File: src/rtl/switch_box_pkg.sv
// Shared constants and helpers for the runtime-configurable routing switch box.
package switch_box_pkg;

  localparam int unsigned SEL_W = 3;

  localparam logic [SEL_W-1:0] SEL_OFF    = 3'd0;
  localparam logic [SEL_W-1:0] SEL_TOP    = 3'd1;
  localparam logic [SEL_W-1:0] SEL_RIGHT  = 3'd2;
  localparam logic [SEL_W-1:0] SEL_BOTTOM = 3'd3;
  localparam logic [SEL_W-1:0] SEL_LEFT   = 3'd4;

  localparam int unsigned SIDE_TOP    = 0;
  localparam int unsigned SIDE_RIGHT  = 1;
  localparam int unsigned SIDE_BOTTOM = 2;
  localparam int unsigned SIDE_LEFT   = 3;

  typedef enum logic [1:0] {
    ST_IDLE    = 2'd0,
    ST_LOADING = 2'd1,
    ST_FULL    = 2'd2
  } load_state_e;

  function automatic int unsigned cfg_w(input int unsigned idx_w);
    return idx_w + SEL_W;
  endfunction

endpackage

File: src/rtl/sb_route_mux.sv
// One output track: decodes its config entry and picks a source input, or stays off.
module sb_route_mux
  import switch_box_pkg::*;
#(
  parameter int unsigned NTOP     = 5,
  parameter int unsigned NSIDE    = 4,
  parameter int unsigned IDX_W    = 3,
  parameter int unsigned OWN_SIDE = 0,
  parameter int unsigned OWN_IDX  = 0
) (
  input  logic [cfg_w(IDX_W)-1:0] entry,
  input  logic [NTOP-1:0]         top_in,
  input  logic [NTOP-1:0]         bot_in,
  input  logic [NSIDE-1:0]        left_in,
  input  logic [NSIDE-1:0]        right_in,
  output logic                    route_out_c,
  output logic                    route_oe_c
);

  logic [SEL_W-1:0] sel;
  logic [IDX_W-1:0] idx;
  logic             hit;
  logic             val;
  logic             self_c;

  assign sel = entry[SEL_W-1:0];
  assign idx = entry[cfg_w(IDX_W)-1:SEL_W];

  // Index loops keep out-of-range indices from ever selecting a bit.
  always_comb begin
    hit         = 1'b0;
    val         = 1'b0;
    self_c      = 1'b0;
    route_out_c = 1'b0;
    route_oe_c  = 1'b0;
    case (sel)
      SEL_OFF: ;
      SEL_TOP: begin
        for (int i = 0; i < int'(NTOP); i++)
          if (idx == IDX_W'(i)) begin hit = 1'b1; val = top_in[i]; end
        self_c = (OWN_SIDE == SIDE_TOP) && (idx == IDX_W'(OWN_IDX));
      end
      SEL_RIGHT: begin
        for (int i = 0; i < int'(NSIDE); i++)
          if (idx == IDX_W'(i)) begin hit = 1'b1; val = right_in[i]; end
        self_c = (OWN_SIDE == SIDE_RIGHT) && (idx == IDX_W'(OWN_IDX));
      end
      SEL_BOTTOM: begin
        for (int i = 0; i < int'(NTOP); i++)
          if (idx == IDX_W'(i)) begin hit = 1'b1; val = bot_in[i]; end
        self_c = (OWN_SIDE == SIDE_BOTTOM) && (idx == IDX_W'(OWN_IDX));
      end
      SEL_LEFT: begin
        for (int i = 0; i < int'(NSIDE); i++)
          if (idx == IDX_W'(i)) begin hit = 1'b1; val = left_in[i]; end
        self_c = (OWN_SIDE == SIDE_LEFT) && (idx == IDX_W'(OWN_IDX));
      end
      default: ;
    endcase
    if (hit && !self_c) begin
      route_oe_c  = 1'b1;
      route_out_c = val;
    end
  end

endmodule

File: src/rtl/switch_box_cfg.sv
// Four-sided routing switch box with a serial shadow config chain and qualified commit.
module switch_box_cfg
  import switch_box_pkg::*;
#(
  parameter int unsigned NTOP    = 5,
  parameter int unsigned NSIDE   = 4,
  parameter int unsigned IDX_W   = 3,
  parameter int unsigned REG_OUT = 0
) (
  input  logic             clk,
  input  logic             rst_n,
  input  logic [NTOP-1:0]  top_in,
  input  logic [NTOP-1:0]  bot_in,
  input  logic [NSIDE-1:0] left_in,
  input  logic [NSIDE-1:0] right_in,
  output logic [NTOP-1:0]  top_out,
  output logic [NTOP-1:0]  top_oe,
  output logic [NTOP-1:0]  bot_out,
  output logic [NTOP-1:0]  bot_oe,
  output logic [NSIDE-1:0] left_out,
  output logic [NSIDE-1:0] left_oe,
  output logic [NSIDE-1:0] right_out,
  output logic [NSIDE-1:0] right_oe,
  input  logic             cfg_shift,
  input  logic             cfg_din,
  output logic             cfg_dout,
  input  logic             cfg_commit,
  input  logic             cfg_clr,
  output logic             cfg_full,
  output logic             cfg_err
);

  localparam int unsigned CFG_W      = cfg_w(IDX_W);
  localparam int unsigned NENT       = 2 * NTOP + 2 * NSIDE;
  localparam int unsigned TOTAL_BITS = NENT * CFG_W;
  localparam int unsigned CNT_W      = $clog2(TOTAL_BITS + 1);

  logic [TOTAL_BITS-1:0] shadow_q, shadow_d;
  logic [TOTAL_BITS-1:0] active_q, active_d;
  logic [CNT_W-1:0]      bit_cnt_q, bit_cnt_d, cnt_base;
  logic                  full_q, full_d;
  logic                  err_q, err_d;
  logic                  commit_ok;
  load_state_e           state_q, state_d;

  always_ff @(posedge clk) begin
    if (!rst_n) begin
      shadow_q  <= '0;
      active_q  <= '0;
      bit_cnt_q <= '0;
      full_q    <= 1'b0;
      err_q     <= 1'b0;
      state_q   <= ST_IDLE;
    end else begin
      shadow_q  <= shadow_d;
      active_q  <= active_d;
      bit_cnt_q <= bit_cnt_d;
      full_q    <= full_d;
      err_q     <= err_d;
      state_q   <= state_d;
    end
  end

  // Commit is judged on the pre-edge full flag, so it sees the pre-shift shadow.
  always_comb begin
    shadow_d  = shadow_q;
    active_d  = active_q;
    state_d   = state_q;
    commit_ok = cfg_commit && full_q && !cfg_clr;
    if (cfg_shift)
      shadow_d = {cfg_din, shadow_q[TOTAL_BITS-1:1]};
    if (commit_ok)
      active_d = shadow_q;

    cnt_base  = commit_ok ? '0 : bit_cnt_q;
    bit_cnt_d = cnt_base;
    if (cfg_shift && (cnt_base != CNT_W'(TOTAL_BITS)))
      bit_cnt_d = cnt_base + CNT_W'(1);
    if (cfg_clr)
      bit_cnt_d = '0;
    full_d = (bit_cnt_d == CNT_W'(TOTAL_BITS));

    err_d = err_q | (cfg_shift & full_q) | (cfg_commit & ~full_q);
    if (cfg_clr)
      err_d = 1'b0;

    case (state_q)
      ST_IDLE:    if (cfg_shift) state_d = full_d ? ST_FULL : ST_LOADING;
      ST_LOADING: if (full_d) state_d = ST_FULL;
      ST_FULL:    if (commit_ok) state_d = cfg_shift ? ST_LOADING : ST_IDLE;
      default:    state_d = ST_IDLE;
    endcase
    if (cfg_clr)
      state_d = ST_IDLE;
  end

  assign cfg_dout = shadow_q[0];
  assign cfg_full = full_q;
  assign cfg_err  = err_q;

  logic [NENT-1:0] route_out_c, route_oe_c;
  logic [NENT-1:0] out_vec, oe_vec;

  // Entry order: top, right, bottom, left.
  for (genvar k = 0; k < NENT; k++) begin : g_trk
    localparam int unsigned KU   = k;
    localparam int unsigned SIDE = (KU < NTOP) ? SIDE_TOP :
                                   (KU < NTOP + NSIDE) ? SIDE_RIGHT :
                                   (KU < 2 * NTOP + NSIDE) ? SIDE_BOTTOM : SIDE_LEFT;
    localparam int unsigned BASE = (KU < NTOP) ? 0 :
                                   (KU < NTOP + NSIDE) ? NTOP :
                                   (KU < 2 * NTOP + NSIDE) ? NTOP + NSIDE : 2 * NTOP + NSIDE;
    sb_route_mux #(
      .NTOP(NTOP), .NSIDE(NSIDE), .IDX_W(IDX_W),
      .OWN_SIDE(SIDE), .OWN_IDX(KU - BASE)
    ) u_mux (
      .entry      (active_q[KU*CFG_W +: CFG_W]),
      .top_in     (top_in),
      .bot_in     (bot_in),
      .left_in    (left_in),
      .right_in   (right_in),
      .route_out_c(route_out_c[k]),
      .route_oe_c (route_oe_c[k])
    );
  end

  if (REG_OUT != 0) begin : g_reg
    logic [NENT-1:0] out_d, out_q, oe_d, oe_q;
    always_comb begin
      out_d = route_out_c;
      oe_d  = route_oe_c;
    end
    always_ff @(posedge clk) begin
      if (!rst_n) begin
        out_q <= '0;
        oe_q  <= '0;
      end else begin
        out_q <= out_d;
        oe_q  <= oe_d;
      end
    end
    assign out_vec = out_q;
    assign oe_vec  = oe_q;
  end else begin : g_comb
    assign out_vec = route_out_c;
    assign oe_vec  = route_oe_c;
  end

  assign top_out   = out_vec[0 +: NTOP];
  assign top_oe    = oe_vec[0 +: NTOP];
  assign right_out = out_vec[NTOP +: NSIDE];
  assign right_oe  = oe_vec[NTOP +: NSIDE];
  assign bot_out   = out_vec[NTOP+NSIDE +: NTOP];
  assign bot_oe    = oe_vec[NTOP+NSIDE +: NTOP];
  assign left_out  = out_vec[2*NTOP+NSIDE +: NSIDE];
  assign left_oe   = oe_vec[2*NTOP+NSIDE +: NSIDE];

endmodule

File: config.mk
export PLATFORM = sky130hd
export DESIGN_NAME = switch_box_cfg
export DESIGN_NICKNAME = d
export VERILOG_FILES = /design/src/rtl/switch_box_pkg.sv /design/src/rtl/sb_route_mux.sv /design/src/rtl/switch_box_cfg.sv
export SDC_FILE = /design/constraint.sdc
export NUM_CORES = 1
export LEC_CHECK = 0
export CORE_MARGIN = 2
export CORE_UTILIZATION = 65
export DETAILED_ROUTE_END_ITERATION = 10
export PLACE_DENSITY = 0.85
export RECOVER_POWER = 25
export SETUP_SLACK_MARGIN = 0.5
export SLEW_MARGIN = 5
export SYNTH_ARGS = -nofsm -noshare
export SYNTH_HDL_FRONTEND = slang
export SYNTH_SLANG_ARGS = --single-unit
export TNS_END_PERCENT = 30
File: constraint.sdc
create_clock -name clk -period 7 [get_ports clk]
set_input_delay 1.05 -clock clk [delete_from_list [all_inputs] [get_ports clk]]
set_output_delay 1.05 -clock clk [all_outputs]
set_load 0.005 [all_outputs]
# Yosys cells after proc, flatten, opt, wreduce, memory -nomap -nowiden
# Cells that the tools add are included.
# op_classes
reduce_logical	95
n_eq_ne	146
add_sub_neg	1
n_mux	507
n_bitwise	6
# ops
cell	n
1-bit two-way mux	468
3-bit by 2-bit == test with 1-bit output (second input constant)	72
3-bit by 1-bit == test with 1-bit output (second input constant)	36
3-bit == test (second input constant)	36
2-bit OR reduction	37
1-bit one-hot mux with 4 select lines	18
3-bit logical NOT	18
1-bit one-hot mux with 2 select lines	18
1-bit logical AND	21
7-bit two-way mux	3
1-bit logical NOT	19
7-bit by 1-bit adder with 7-bit output (second input constant)	1
7-bit == test (second input constant)	1
7-bit != test (second input constant)	1
1-bit AND	2
1-bit inverter	2
1-bit OR	2
# totals
word_cells	760
out_inout_bits	39
ff_bits	225

# Logic depth before layout (Yosys ltp)
# logic_depth
depth_word	9
mapped_depth	11
mapped_depth_nobuf	9

# By module
# Synthesis repeated with hierarchy kept, for this count alone.
# hier_totals
cells_unflattened	1477
hier_area_um2	13150.1
# by_module_without_submodules
mod	seq_area_each_um2	cells_per_inst	area_per_inst_um2	n_inst
switch_box_cfg	4504.3	887	8519.4	1
sb_route_mux at g_trk[3].u_mux	0.0	38	295.3	1
sb_route_mux at g_trk[15].u_mux	0.0	33	287.8	1
sb_route_mux at g_trk[8].u_mux	0.0	41	287.8	1
sb_route_mux at g_trk[17].u_mux	0.0	38	280.3	1
sb_route_mux at g_trk[0].u_mux	0.0	35	271.5	1
sb_route_mux at g_trk[14].u_mux	0.0	35	265.3	1
sb_route_mux at g_trk[9].u_mux	0.0	29	264.0	1
sb_route_mux at g_trk[12].u_mux	0.0	35	262.8	1
sb_route_mux at g_trk[1].u_mux	0.0	33	261.5	1
sb_route_mux at g_trk[5].u_mux	0.0	35	257.7	1
sb_route_mux at g_trk[2].u_mux	0.0	31	256.5	1
sb_route_mux at g_trk[6].u_mux	0.0	33	254.0	1
sb_route_mux at g_trk[11].u_mux	0.0	32	247.7	1
+5 rows	n/a	n/a	n/a	n/a

# Worst setup path before layout
# No wires, ideal clock.
# synth_timing
path_kind	input -> output
startpoint	in left_in[0]
endpoint	out top_out[2]
arrival_time_ns	2.259
required_ns	5.950
cell_stages	7
path_slack_ns	3.691
path_buffers	3
path_cell_list	clkbuf_1 -> clkbuf_1 -> a211oi_1 -> a311oi_1 -> a31oi_1 -> o32ai_1 -> buf_4
# synth_via
elab_chain_cells	6
# synth_rtl
item	line_no	text
start, declared	switch_box_cfg.sv:14	input logic [NSIDE-1:0] left_in,
1-bit two-way mux (4 in a row)	sb_route_mux.sv:55	if (idx == IDX_W'(i)) begin hit = 1'b1; val = left_in[i]; end
1-bit one-hot mux with 4 select lines	sb_route_mux.sv:36	case (sel)
1-bit two-way mux	sb_route_mux.sv:60	if (hit && !self_c) begin
end, declared	switch_box_cfg.sv:16	output logic [NTOP-1:0] top_out,
# No other way between the ends.

==> results.ini <==
[global_route]
grt.overflow.total = 0
grt_pass1_wl_um = 49200
groute.layer.met2.usage_pct = 44.6
grt_antenna_before_repair = 0
use_met1_pct = 38.6
grt_busiest_layer = met2
grt_max_degree = 108
global_route.usage.met3_pct = 3.57
globalRouteTotalUtil_pct = 27.3
grt_pass1_vias = 9783

[placement]
post_dp_area_sq_um = 13200
buffer_ports.inserted = 62
preCtsSetupSlack_ns = 2.20
dp_hpwl_um = 18400
gp_routability_congestion = 0.859

[logic_synthesis]
number_of_library_cell_types_mapped_by_synthesis = 64
synth_top_cells_by_area = sky130_fd_sc_hd__dfxtp_1 (35%), sky130_fd_sc_hd__mux2i_1 (11%), sky130_fd_sc_hd__nand2_1 (7.2%)
synth.top_cells.by_count = sky130_fd_sc_hd__nand2_1 (248), sky130_fd_sc_hd__dfxtp_1 (225), sky130_fd_sc_hd__mux2i_1 (146)
synth_cells = 1495
post_synth_edffs = 0
syn_nets = 1521
yosysWarnings = 0
yosysSeqAreaShare_pct = 34.7
post_synth.cell_area_avg_sq_um = 8.69
ys_ff_latch = 225
mappedNetlistArea_sq_um = 13000
async_flop_share_pct = 0
synth.most_common_cell = sky130_fd_sc_hd__nand2_1
postSynth.topFlopCell = sky130_fd_sc_hd__dfxtp_1
area_fraction_of_the_dominant_cell_type_after_synthesis_pct = 34.7
synth_area_leader_cell = sky130_fd_sc_hd__dfxtp_1

[worst_setup_path]
critical_path.endpoint_type = flip-flop
timing.setup.critical_path_class = input pin to flip-flop
worstRegToRegCells = 9
r2r_start = cfg_full
crit_path_to = shadow_q[16]
critPathMaxFanout = 49
timing.critical_path.required_ns = 7.39
worst_reg2reg_endpoint = cfg_full
critical_path.startpoint_type = input pin
startpoint = cfg_shift
setup_slack_of_the_most_critical_reg_to_reg_path_ns = 3.35
cp_data_arrival_time_ns = 5.94

[sta]
min_period_ns = 5.55
worst_pin_slew_ns = 3.52
relSlewSlack_pct = -135
period_share_pct = 79.3
hold-worst-slack_ns = 0.479
final.setup_skew_ns = 0.0110
max_freq_ghz = 0.180
rsz0062_at_grt = false
finalMaxSlewViolations = 163
setup_violations = 0
hold_violations = 0
totalNegativeSetupSlack_ns = 0
smallest_setup_slack_after_layout_ns = 1.45

[route]
drt_wl_total_um = 29600
postRouteAntennaNets = 0
drt-vias-per-instance = 6.21
vias = 10530
detail_route.iter0.violations = 928
drc_errors = 0
firstDrtPassIters = 5
detail_route.wl_per_cell_um = 17.5

[die]
fp-row-count = 51
die_h_um = 145
total_die_area_sq_um = 21100
die_x_um = 145
boundaryPins = 63
placeableCoreArea_sq_um = 19500
starting_density_of_the_core_pct = 66.6

[status]
violations = max-capacitance violations, max-slew violations
outcome = finished, violations left

[cells_and_area]
share_of_cells_above_drive_strength_1_pct = 6.85
antennaDiodeCount = 0
final_nets = 1441
area_overhead_vs_synth_pct = 7.10
utilization_pct = 71.3
filler_cell_count = 1528
layout.cell_area.non_filler_sq_um = 13900

[pwr]
power.density_nw_per_um2 = 194
power.ir.vdd_worst_mv = 0.201
p_leak_uw = 0.00447

[cts]
tritoncts = yes
cts_made_buffers = 23
clk_pin_slew_worst_paths_ns = 0.06
post-cts-setup-buffer-count = 0
cts_root_buffer = sky130_fd_sc_hd__clkbuf_16
numClockSinks = 225
ctsLongestPathBuffers = 3
post_cts_hold_buffer_count = 0
cts_repair_resize_count = 0
clock_insertion_delay_worst_skew_ns = 0.51
ctsHtreeMaxLevel = 1

[job]
number_of_max_cap_violations = 4

[min_path]
hold_path.startpoint = shadow_q[42]
hp-class = flip-flop to flip-flop

state kept, by name, indices dropped and copies added, names as in the netlist:
signal,count
active_q,108
bit_cnt_q,7
cfg_full,1
shadow_q,108
cfg_err,1
worst max-delay path, cell delays in order:
cell                       delay (ns)
sky130_fd_sc_hd__clkbuf_1        2.43
sky130_fd_sc_hd__clkbuf_1        1.94
sky130_fd_sc_hd__mux2i_1         0.36
sky130_fd_sc_hd__nor2b_1         0.09
metal layers:
layer  vias to the layer above  part of all wire, %
met3                        51                  7.3
met4                         0                  2.0
li1                       5056                    -
met2                       387                   47
met1                      5036                   44
met5                         -                    0
final cells by class:
| type | instances | area (sq um) | area share, % |
|---|---|---|---|
| multi-input combinational | 1071 | 7550 | 54.2 |
| clock inverter | 7 | 91.3 | 0.656 |
| sequential | 225 | 4500 | 32.4 |
| timing repair buffer | 72 | 676 | 4.85 |
| inverter | 22 | 82.6 | 0.593 |
| clock buffer | 33 | 683 | 4.91 |
| tap | 265 | 332 | 2.38 |
power breakdown:
group          internal [uW]  switching [uW]
combinational           76.4            87.3
clock                    750             502
sequential              1280            1.24
total                   2110             590
worst min-delay path by stage:
stage	to	slack [ns]	cells past startpoint
after CTS	active_q[6]	0.48	2
after global routing	cfg_err	0.50	2
after global placement	cfg_err	0.46	2
after detailed placement	cfg_err	0.47	2
after floorplan	active_q[105]	0.45	2
final	active_q[42]	0.48	2
placed cells by master, fill, tap and decap left out, types with 6 or more instances in the layout:
cell / n
sky130_fd_sc_hd__nand3b_1: 26
sky130_fd_sc_hd__nor3b_1: 10
sky130_fd_sc_hd__clkbuf_8: 7
sky130_fd_sc_hd__clkdlybuf4s50_1: 60
sky130_fd_sc_hd__nand4_1: 7
sky130_fd_sc_hd__a211oi_1: 10
sky130_fd_sc_hd__inv_1: 22
sky130_fd_sc_hd__a21boi_0: 111
sky130_fd_sc_hd__nand3_1: 11
sky130_fd_sc_hd__buf_4: 8
sky130_fd_sc_hd__o21ai_0: 52
sky130_fd_sc_hd__o211ai_1: 11
sky130_fd_sc_hd__nor2b_1: 136
sky130_fd_sc_hd__dfxtp_1: 225
sky130_fd_sc_hd__nand2_1: 248
sky130_fd_sc_hd__nor4b_1: 10
sky130_fd_sc_hd__nor2_1: 45
sky130_fd_sc_hd__a22o_1: 6
sky130_fd_sc_hd__mux4_2: 41
sky130_fd_sc_hd__a311oi_1: 7
sky130_fd_sc_hd__mux2i_1: 146
sky130_fd_sc_hd__nand4b_1: 9
sky130_fd_sc_hd__o32ai_1: 7
sky130_fd_sc_hd__nor3_1: 16
sky130_fd_sc_hd__a21oi_1: 24
sky130_fd_sc_hd__nand2b_1: 28
sky130_fd_sc_hd__clkbuf_1: 7
sky130_fd_sc_hd__mux2_2: 8
sky130_fd_sc_hd__clkbuf_16: 23
sky130_fd_sc_hd__a31oi_1: 21
metrics by stage:
| step | total power, uW | cells |
|---|---|---|
| 4_1_cts | 2720 | 1695 |
| 3_3_place_gp | 1460 | 1655 |
| 3_5_place_dp | 1470 | 1655 |
| 6_report | 2700 | 1695 |
| 2_1_floorplan | 1420 | 1495 |
| 5_1_grt | 2790 | 1695 |
cells by family (layout without fill, tap and decap cells):
logic type	Yosys count	after routing	synth area share, %
mux	195	195	19.0
flops	225	225	34.7
buf+inv	199	134	7.31
simple gates	569	569	22.3
xor+xnor	3	3	0.202
fa+ha+maj	2	2	0.193
compound gates	302	302	16.3
(Power assumes the default switching activity.)
